`config.mk`:
```
export PLATFORM = sky130hd
export DESIGN_NAME = fb_load_arbiter
export DESIGN_NICKNAME = d
export VERILOG_FILES = /design/src/rtl/fb_pkg.sv /design/src/rtl/pix_fifo.sv /design/src/rtl/fb_load_arbiter.sv
export SDC_FILE = /design/constraint.sdc
export NUM_CORES = 1
export LEC_CHECK = 0
export CAP_MARGIN = 20
export CORE_UTILIZATION = 35
export DETAILED_ROUTE_END_ITERATION = 16
export GPL_TIMING_DRIVEN = 0
export PLACE_DENSITY = 0.61
export SLEW_MARGIN = 5
export SYNTH_ARGS = -nofsm -noshare
export SYNTH_HDL_FRONTEND = slang
export SYNTH_SLANG_ARGS = --single-unit
```
`constraint.sdc`:
```
create_clock -name clk -period 3.15 [get_ports clk]
set_clock_uncertainty 0.1 [all_clocks]
set_input_delay 0.63 -clock clk [delete_from_list [all_inputs] [get_ports clk]]
set_output_delay 0.63 -clock clk [all_outputs]
set_load 0.02 [all_outputs]
```
`src/rtl/fb_pkg.sv`:
```
// Shared types and helpers for the frame-buffer loader.
//   PIX_W   : pixel width (RGB444)
//   RD_LAT  : display read latency in cycles (address register + BRAM output register)
//   state_t : loader FSM states
//   rgb444  : packs a high byte (R,G) and a blue nibble into one pixel
package fb_pkg;

  localparam int PIX_W  = 12;
  localparam int RD_LAT = 2;

  typedef enum logic [1:0] {
    ST_IDLE = 2'd0,
    ST_LOAD = 2'd1,
    ST_DONE = 2'd2
  } state_t;

  function automatic logic [PIX_W-1:0] rgb444(input logic [7:0] rg, input logic [3:0] b);
    return {rg, b};
  endfunction

endpackage

```
`src/rtl/pix_fifo.sv`:
```
// Small synchronous FIFO holding packed pixels waiting for a free memory slot.
//   clk, rst : clock, synchronous active-high reset
//   flush    : empties the FIFO (takes priority over push/pop)
//   push/din : write request and data; accepted when not full, or when full
//              and a pop happens in the same cycle
//   pop/dout : read request; dout shows the head entry (combinational)
//   full     : DEPTH entries stored
//   empty    : no entries stored
module pix_fifo #(
  parameter int WIDTH = 12,
  parameter int DEPTH = 4
) (
  input  logic             clk,
  input  logic             rst,
  input  logic             flush,
  input  logic             push,
  input  logic             pop,
  input  logic [WIDTH-1:0] din,
  output logic [WIDTH-1:0] dout,
  output logic             full,
  output logic             empty
);

  localparam int AW = $clog2(DEPTH);

  logic [WIDTH-1:0] mem_reg [DEPTH];
  // One extra pointer bit distinguishes full from empty when the indices match.
  logic [AW:0]      wr_ptr_reg;
  logic [AW:0]      rd_ptr_reg;
  logic             do_push;
  logic             do_pop;

  assign empty   = (wr_ptr_reg == rd_ptr_reg);
  assign full    = (wr_ptr_reg[AW] != rd_ptr_reg[AW]) &&
                   (wr_ptr_reg[AW-1:0] == rd_ptr_reg[AW-1:0]);
  assign do_pop  = pop && !empty && !flush;
  // A pop in the same cycle frees the head slot, so a full FIFO still accepts.
  assign do_push = push && (!full || do_pop) && !flush;
  assign dout    = mem_reg[rd_ptr_reg[AW-1:0]];

  always_ff @(posedge clk) begin
    if (rst || flush) begin
      wr_ptr_reg <= '0;
      rd_ptr_reg <= '0;
    end else begin
      if (do_push) wr_ptr_reg <= wr_ptr_reg + 1'b1;
      if (do_pop)  rd_ptr_reg <= rd_ptr_reg + 1'b1;
    end
  end

  // Storage carries no reset; stale entries are unreachable once the pointers clear.
  always_ff @(posedge clk) begin
    if (do_push) mem_reg[wr_ptr_reg[AW-1:0]] <= din;
  end

endmodule

```
`src/rtl/fb_load_arbiter.sv`:
```
// Frame loader: packs UART byte pairs into RGB444 pixels, buffers them and
// writes them into the single-port pixel memory in cycles the display does
// not use. Display reads always take the port.
//   clk, rst          : clock, synchronous active-high reset
//   rx_valid, rx_data : received UART byte strobe and data
//   load_start        : begin/restart a frame load at address 0
//   rd_req, rd_addr   : display read request and address
//   rd_valid          : memory data valid for the read requested two cycles earlier
//   mem_addr/din/we   : registered memory port
//   load_busy         : loading in progress
//   load_done         : full frame committed
//   overflow          : sticky, a pixel was dropped on a full FIFO
//   pix_count         : pixels written in the current load
module fb_load_arbiter
  import fb_pkg::*;
#(
  parameter int ADDR_W     = 17,
  parameter int NUM_PIXELS = 76800,
  parameter int FIFO_DEPTH = 4
) (
  input  logic              clk,
  input  logic              rst,
  input  logic              rx_valid,
  input  logic [7:0]        rx_data,
  input  logic              load_start,
  input  logic              rd_req,
  input  logic [ADDR_W-1:0] rd_addr,
  output logic              rd_valid,
  output logic [ADDR_W-1:0] mem_addr,
  output logic [PIX_W-1:0]  mem_din,
  output logic              mem_we,
  output logic              load_busy,
  output logic              load_done,
  output logic              overflow,
  output logic [ADDR_W:0]   pix_count
);

  localparam logic [ADDR_W:0]   NUM_C     = (ADDR_W+1)'(NUM_PIXELS);
  localparam logic [ADDR_W-1:0] LAST_ADDR = ADDR_W'(NUM_PIXELS - 1);

  state_t              state_reg, state_next;
  logic                phase_reg, phase_next;
  logic [7:0]          hi_reg, hi_next;
  logic [ADDR_W-1:0]   waddr_reg, waddr_next;
  logic [ADDR_W:0]     pushed_reg, pushed_next;
  logic [ADDR_W:0]     pix_count_reg, pix_count_next;
  logic                overflow_reg, overflow_next;
  logic [ADDR_W-1:0]   mem_addr_reg, mem_addr_next;
  logic [PIX_W-1:0]    mem_din_reg, mem_din_next;
  logic                mem_we_reg, mem_we_next;
  logic [RD_LAT-1:0]   rd_pipe_reg;

  logic                fifo_push;
  logic                fifo_pop;
  logic                fifo_flush;
  logic [PIX_W-1:0]    fifo_din;
  logic [PIX_W-1:0]    fifo_dout;
  logic                fifo_full;
  logic                fifo_empty;

  pix_fifo #(
    .WIDTH (PIX_W),
    .DEPTH (FIFO_DEPTH)
  ) u_fifo (
    .clk   (clk),
    .rst   (rst),
    .flush (fifo_flush),
    .push  (fifo_push),
    .pop   (fifo_pop),
    .din   (fifo_din),
    .dout  (fifo_dout),
    .full  (fifo_full),
    .empty (fifo_empty)
  );

  // A pending write drains only when the display leaves the port idle; on a
  // restart the FIFO is being flushed, so its contents must not reach memory.
  assign fifo_pop   = !rd_req && !fifo_empty && !load_start;
  assign fifo_flush = load_start;
  assign fifo_din   = rgb444(hi_reg, rx_data[3:0]);

  always_comb begin
    state_next     = state_reg;
    phase_next     = phase_reg;
    hi_next        = hi_reg;
    waddr_next     = waddr_reg;
    pushed_next    = pushed_reg;
    pix_count_next = pix_count_reg;
    overflow_next  = overflow_reg;
    mem_addr_next  = mem_addr_reg;
    mem_din_next   = mem_din_reg;
    mem_we_next    = 1'b0;
    fifo_push      = 1'b0;

    case (state_reg)
      ST_IDLE: if (load_start) state_next = ST_LOAD;
      ST_LOAD: begin
        if (load_start)                  state_next = ST_LOAD;
        else if (pix_count_reg == NUM_C) state_next = ST_DONE;
      end
      ST_DONE: if (load_start) state_next = ST_LOAD;
      default: state_next = ST_IDLE;
    endcase

    // Memory port arbitration.
    if (rd_req) begin
      mem_addr_next = rd_addr;
    end else if (fifo_pop) begin
      mem_addr_next  = waddr_reg;
      mem_din_next   = fifo_dout;
      mem_we_next    = 1'b1;
      pix_count_next = pix_count_reg + 1'b1;
      // Hold at the last address so the write pointer never wraps.
      if (waddr_reg != LAST_ADDR) waddr_next = waddr_reg + 1'b1;
    end

    // Byte packing; a restart discards any byte arriving in the same cycle.
    if (load_start) begin
      phase_next     = 1'b0;
      waddr_next     = '0;
      pushed_next    = '0;
      pix_count_next = '0;
      overflow_next  = 1'b0;
    end else if (state_reg == ST_LOAD && rx_valid && pushed_reg != NUM_C) begin
      if (!phase_reg) begin
        hi_next    = rx_data;
        phase_next = 1'b1;
      end else begin
        phase_next = 1'b0;
        fifo_push  = 1'b1;
        if (fifo_full && !fifo_pop) overflow_next = 1'b1;
        else                        pushed_next   = pushed_reg + 1'b1;
      end
    end
  end

  always_ff @(posedge clk) begin
    if (rst) begin
      state_reg     <= ST_IDLE;
      phase_reg     <= 1'b0;
      hi_reg        <= '0;
      waddr_reg     <= '0;
      pushed_reg    <= '0;
      pix_count_reg <= '0;
      overflow_reg  <= 1'b0;
      mem_addr_reg  <= '0;
      mem_din_reg   <= '0;
      mem_we_reg    <= 1'b0;
      rd_pipe_reg   <= '0;
    end else begin
      state_reg     <= state_next;
      phase_reg     <= phase_next;
      hi_reg        <= hi_next;
      waddr_reg     <= waddr_next;
      pushed_reg    <= pushed_next;
      pix_count_reg <= pix_count_next;
      overflow_reg  <= overflow_next;
      mem_addr_reg  <= mem_addr_next;
      mem_din_reg   <= mem_din_next;
      mem_we_reg    <= mem_we_next;
      // Read data valid tracks the request through address and BRAM output registers.
      rd_pipe_reg   <= {rd_pipe_reg[RD_LAT-2:0], rd_req};
    end
  end

  assign rd_valid  = rd_pipe_reg[RD_LAT-1];
  assign mem_addr  = mem_addr_reg;
  assign mem_din   = mem_din_reg;
  assign mem_we    = mem_we_reg;
  assign load_busy = (state_reg == ST_LOAD);
  assign load_done = (state_reg == ST_DONE);
  assign overflow  = overflow_reg;
  assign pix_count = pix_count_reg;

endmodule
```
After elaboration in Yosys (flattened, before gate mapping)
Memory sizes are Yosys's and may differ from the RTL's. A register that Yosys moved wholly into a read port is not among the register bits.
Cells that the tools add are included.
{ "op_classes": {"addsub": 5, "n_mul": 0, "div_mod_pow": 0, "magnitude_cmp": 0, "n_eq_ne": 10, "n_shift": 0, "muxes": 13, "bitwise": 4, "n_reduce_logical": 28} }
{ "ops": {"columns": ["op", "count"], "rows": [
  ["$add 18x1->18 const B", 2],
  ["$mux 17", 2],
  ["$eq 18x17->1 const B", 1],
  ["$ne 18x17->1 const B", 1],
  ["$add 17x1->17 const B", 1],
  ["$ne 17x17->1 const B", 1],
  ["$reduce_and 3->1", 4],
  ["$logic_and 1x1->1", 10],
  ["$mux 1", 7],
  ["$add 3x1->3 const B", 2],
  ["$mux 2", 3],
  ["$reduce_or 2->1", 3],
  ["$logic_not 1->1", 5],
  ["$not 1->1", 4],
  ["$pmux 2 s2", 1],
  ["$reduce_and 2->1", 2],
  ["$eq 3x3->1", 1],
  ["$ne 3x2->1 const B", 1],
  ["$eq 2x1->1 const B", 1],
  ["$eq 2x2->1", 1],
  ["$eq 2x2->1 const B", 1],
  ["$logic_not 2->1", 1],
  ["$logic_or 1x1->1", 2],
  ["$ne 2x1->1 const B", 1],
  ["other kinds (2)", 2]
]} }
{ "word_totals": {"reg_bits": 91, "latchBits": 0, "ramBits": 48, "romBits": 0, "in_bits": 30, "memories": 1} }
{ "mem_list": {"columns": ["name", "words", "width", "rd", "rd_ports_with_merged_regs", "wr", "line_no", "source"], "rows": [
  ["u_fifo.mem_reg", 4, 12, 1, 1, 1, "pix_fifo.sv:26", "logic [WIDTH-1:0] mem_reg [DEPTH];"]
]} }

Longest topological paths before layout
{ "depth": {"depth_word": 11, "mapped_depth": 8, "depth_no_buf": 6} }

Hierarchy
Synthesis repeated with hierarchy kept, for this count alone.
{ "hier_totals": {"hier_cells": 629, "hier_area_um2": 6601.3} }
{ "modules_own_cells": {"columns": ["mod", "instances", "cells_each", "area_each_um2", "seq_area_each_um2"], "rows": [
  ["fb_load_arbiter", 1, 512, 4385.5, 1941.9],
  ["pix_fifo", 1, 117, 2215.9, 1601.5]
]} }

Least setup slack after synthesis
Ideal clock, no wire load.
{ "synth_timing": {"path_kind": "input port to flip-flop", "from": "input port load_start", "to": "memory u_fifo.mem_reg[3][0], enable pin", "setup_ps": 396, "arrival_ps": 2404, "t_required_ps": 2654, "path_slack_ps": 250, "stages": 7, "path_buffers": 3, "cell_sequence": "buf_6 -> nor2_1 -> o41a_2 -> o21ai_2 -> buf_6 -> buf_12 -> nor3_1"} }
{ "synth_via": {"elab_chain_cells": 9, "word_cells_on_any_way": 10, "classes_between": "3 x mux; 7 x reduce/logical"} }
{ "synth_lines": {"columns": ["item", "line_no", "source"], "rows": [
  ["start, declared", "fb_load_arbiter.sv:25", "input logic load_start,"],
  ["$logic_not 1->1", "pix_fifo.sv:36, pix_fifo.sv:38, fb_load_arbiter.sv:78", null],
  ["$logic_and 1x1->1", "fb_load_arbiter.sv:78", "assign fifo_pop = !rd_req && !fifo_empty && !load_start;"],
  ["$logic_and 1x1->1 (2 in series)", "pix_fifo.sv:36", "assign do_pop = pop && !empty && !flush;"],
  ["$logic_or 1x1->1", "pix_fifo.sv:38", "assign do_push = push && (!full || do_pop) && !flush;"],
  ["$logic_and 1x1->1", "pix_fifo.sv:38", null],
  ["$logic_and 1x1->1 (*)", "pix_fifo.sv:38", null],
  ["$mux 1 (*)", "pix_fifo.sv:53", "if (do_push) mem_reg[wr_ptr_reg[AW-1:0]] <= din;"],
  ["$mux 1 (implied by the code) (*)", "pix_fifo.sv:53", null],
  ["end, declared", "pix_fifo.sv:26", null]
]} }
Mark *: on every way between the ends. The rest lies on a longest branch, timed or not.

Worst setup path after layout
{ "layout_timing": {"from": "input port rd_req", "to": "memory u_fifo.mem_reg[1][7], enable pin"} }
{ "layout_via": {"elab_chain_cells": 10} }
{ "layout_lines": {"columns": ["item", "line_no", "source"], "rows": [
  ["start, declared", "fb_load_arbiter.sv:26", "input logic rd_req,"],
  ["$logic_not 1->1", "fb_load_arbiter.sv:78", null],
  ["$logic_and 1x1->1 (2 in series)", "fb_load_arbiter.sv:78", null],
  ["$logic_and 1x1->1 (2 in series)", "pix_fifo.sv:36", null],
  ["$logic_or 1x1->1", "pix_fifo.sv:38", null],
  ["$logic_and 1x1->1 (2 in series)", "pix_fifo.sv:38", null],
  ["$mux 1", "pix_fifo.sv:53", null],
  ["$mux 1 (implied by the code)", "pix_fifo.sv:53", null]
]} }
Every way passes these cells.

==> run metrics <==
first-pass GRT wire length 23800 um; # clock sinks 151; Top Family by Delay on Critical Path simple AND/OR/NAND/NOR gates; post-DR vias/cell 5.16; DRC viols 0; Critical Path Sink Type flop; Mapped Area 6440 um^2; Adder-Cell Fraction of Synth Area 0.0194; Mapped Avg Cell Area 10.8 um^2; # Post-CTS Setup Buffers 0; Worst R2R Start u_fifo.wr_ptr_reg[1]$_SDFFE_PP0P_; ANT cells 0; hold crit path type flop to flop; commonest cells in the synthesized netlist 103 x dfxtp_1, 65 x nor2_1, 59 x nand2_1, 48 x edfxtp_1, 41 x a21oi_1; RSZ-0062 raised after global routing no; final hold violation count 0; max reg flops 48; Synth Area in XOR/XNOR 0.0674; synth warn 0; syn nets 636; vias in the first global route 4627; post-synthesis mux area share 0.0606; CTS clk-pin slew, worst paths 0.06 ns; register area share after synthesis 0.544; worst-path cell chain clkdlybuf4s50_1 > nor2_1 > o41a_2 > o21ai_2 > buf_6 > nor2_1 > and2_1; IO Port Bufs 79; initial antenna violation count 0; Cell Rows 49; Post-Route WL 15200 um; Distinct cells, synth 59; Final #Nets 735; Worst R2R End u_fifo.mem_reg[1][7]$_DFFE_PP_; non-filler cells, final 937; fill count 1668; Setup TNS 0 ns; fmax 351 MHz; TritonCTS buffer count 17; clk buf depth 2; CP Buf/Inv Count 2; CTS Hold Buffers Added 0; post-route cell area 8110 um^2; WP depth 7; VDD IR max 0.000408 V; Reg2Reg Setup Slack 0.51 ns; All-Layer GR Usage 0.169; Final Util 0.450; Crit Path Max Fanout 12; post-route ant nets 0; most numerous cell in the Yosys netlist dfxtp_1; CP max stage cell and2_1; clock power share 0.476; PwrDens 518 nW/um^2; placed insts 905; Detailed Place HPWL 10900 um; crit start category input pin; Hold Path Depth 1; P_int 3.23 mW; Post-Syn Instances 596; Min Clock Period, post-route 2.85 ns; Critical Path RT 3.11 ns; post-detailed-route wirelength per cell 16.3 um; CTS tree built; die width 138 um; overall die height 138 um; worst path arrival time 2.81 ns; sequential share of power 0.483; Max Cap Violations 0; simple-gate share of the synthesized area 0.177; clk_lat worst skew 0.43 ns; CP startpoint rd_req; CP max stage delay 0.62 ns; ys flop type dfxtp_1; Crit path top cell by count nor2_1; via count 4831; Sw Share 0.231; grt total ovfl 0; Worst Setup Path Type input pin to flop; FF-to-FF path depth 6; Core Area 18000 um^2; run status finished, final reports clean; final period utilization 0.904; measured slew at the worst slew-check pin 0.821 ns; Area Growth Syn to Fin 26.0%; Slew headroom 0.449; # IOs 82; P_leak 2.66 nW; die area 18900 um^2; Async SR Flop Fraction 0; clock root cell clkbuf_16; Critical Path Sink u_fifo.mem_reg[1][7]$_DFFE_PP_; top post-synthesis cells by area dfxtp_1 32%, edfxtp_1 22%, mux4_2 4.2%; Comb power frac 0.040; combinational family with the most area after synthesis simple AND/OR/NAND/NOR gates; GP Congestion 0.817; NetSw 971 uW; initial core utilization 0.357; Placement Cell Area 7530 um^2; number of synthesized flops with an enable pin 48; post-CTS sizing 0; share of layout cells above drive strength 1 0.106; Compound-Gate Fraction of Synth Area 0.0976; initial DRC count 299; Synth area leader dfxtp_1; Synth top area share 0.320; largest net degree at the start of global routing 17; # setup viols final 0; CTS H-Tree Depth 4; Max Transition Viols Final 0; Pre-Repair DR Iteration Count 4; count of state elements after synthesis 151
==> logic make-up after synthesis <==
group	after synthesis
buf+inv	42
mux	24
flops	151
simple gates	229
xor+xnor	47
compound gates	93
fa+ha+maj	10
==> worst register-to-register path: stages, from the launching register on <==
cell and delay [ns]:
dfxtp_1 0.49, xor2_2 0.34, o41a_2 0.28, o21ai_2 0.10, buf_6 0.17, nor2_1 0.16, and2_1 0.62
==> cell usage in the layout, fill, tap and decap left out, types with 14 or more instances in the layout <==
cell type	instances
clkbuf_16	17
xnor2_1	23
a22oi_1	16
nand3_1	17
nand4_1	14
nand2_1	59
a21oi_1	41
inv_1	14
nor2_1	65
nor3_1	14
xor2_1	21
clkdlybuf4s50_1	79
dfxtp_1	103
edfxtp_1	48
clkbuf_1	15
==> power by group through the flow <==
stage               registers (mW)  logic, mW  clock network, mW
floorplan                     2.09     0.0649                  0
global placement              2.07      0.169                  0
detailed placement            2.07      0.171                  0
CTS                           2.03      0.172               2.03
global route                  2.03      0.183               2.12
finish                        2.03      0.169               2.00
==> per-stage QoR <==
stage	worst slack, ns	hold WS [ns]	total power, mW
detailed placement	-0.157	0.328	2.25
finish	0.302	0.339	4.20
floorplan	0.250	0.314	2.15
global route	0.193	0.357	4.33
global placement	-1.10	0.322	2.24
CTS	0.295	0.343	4.24
==> how the worst min path moves through the flow <==
stage	slack, ns	endpoint	from
after floorplan	0.31	rd_pipe_reg[1]$_SDFF_PP0_	rd_pipe_reg[0]$_SDFF_PP0_
after global placement	0.32	rd_pipe_reg[1]$_SDFF_PP0_	rd_pipe_reg[0]$_SDFF_PP0_
after detailed placement	0.33	rd_pipe_reg[1]$_SDFF_PP0_	rd_pipe_reg[0]$_SDFF_PP0_
after CTS	0.34	rd_pipe_reg[1]$_SDFF_PP0_	rd_pipe_reg[0]$_SDFF_PP0_
after global routing	0.36	rd_pipe_reg[1]$_SDFF_PP0_	rd_pipe_reg[0]$_SDFF_PP0_
final	0.34	rd_pipe_reg[1]$_SDFF_PP0_	rd_pipe_reg[0]$_SDFF_PP0_
==> layer usage <==
layer / global-route usage / part of all wire
met1: 0.204 / 0.45
met2: 0.282 / 0.49
met3: 0.0438 / 0.043
met4: 0.0769 / 0.017
met5: 0 / 0
==> area by class of cell <==
| class | count | area (um^2) | share of cell area |
|---|---|---|---|
| repair buffers | 80 | 802 | 0.0989 |
| flip-flops and latches | 151 | 3500 | 0.432 |
| clock buffers | 19 | 443 | 0.0546 |
| clock inverters | 13 | 136 | 0.0168 |
| plain buffers | 28 | 168 | 0.0207 |
| multi-input cells | 403 | 2720 | 0.335 |
| inverters | 14 | 52.6 | 0.00648 |
| well taps | 229 | 287 | 0.0353 |
(Power assumes the default switching activity.)
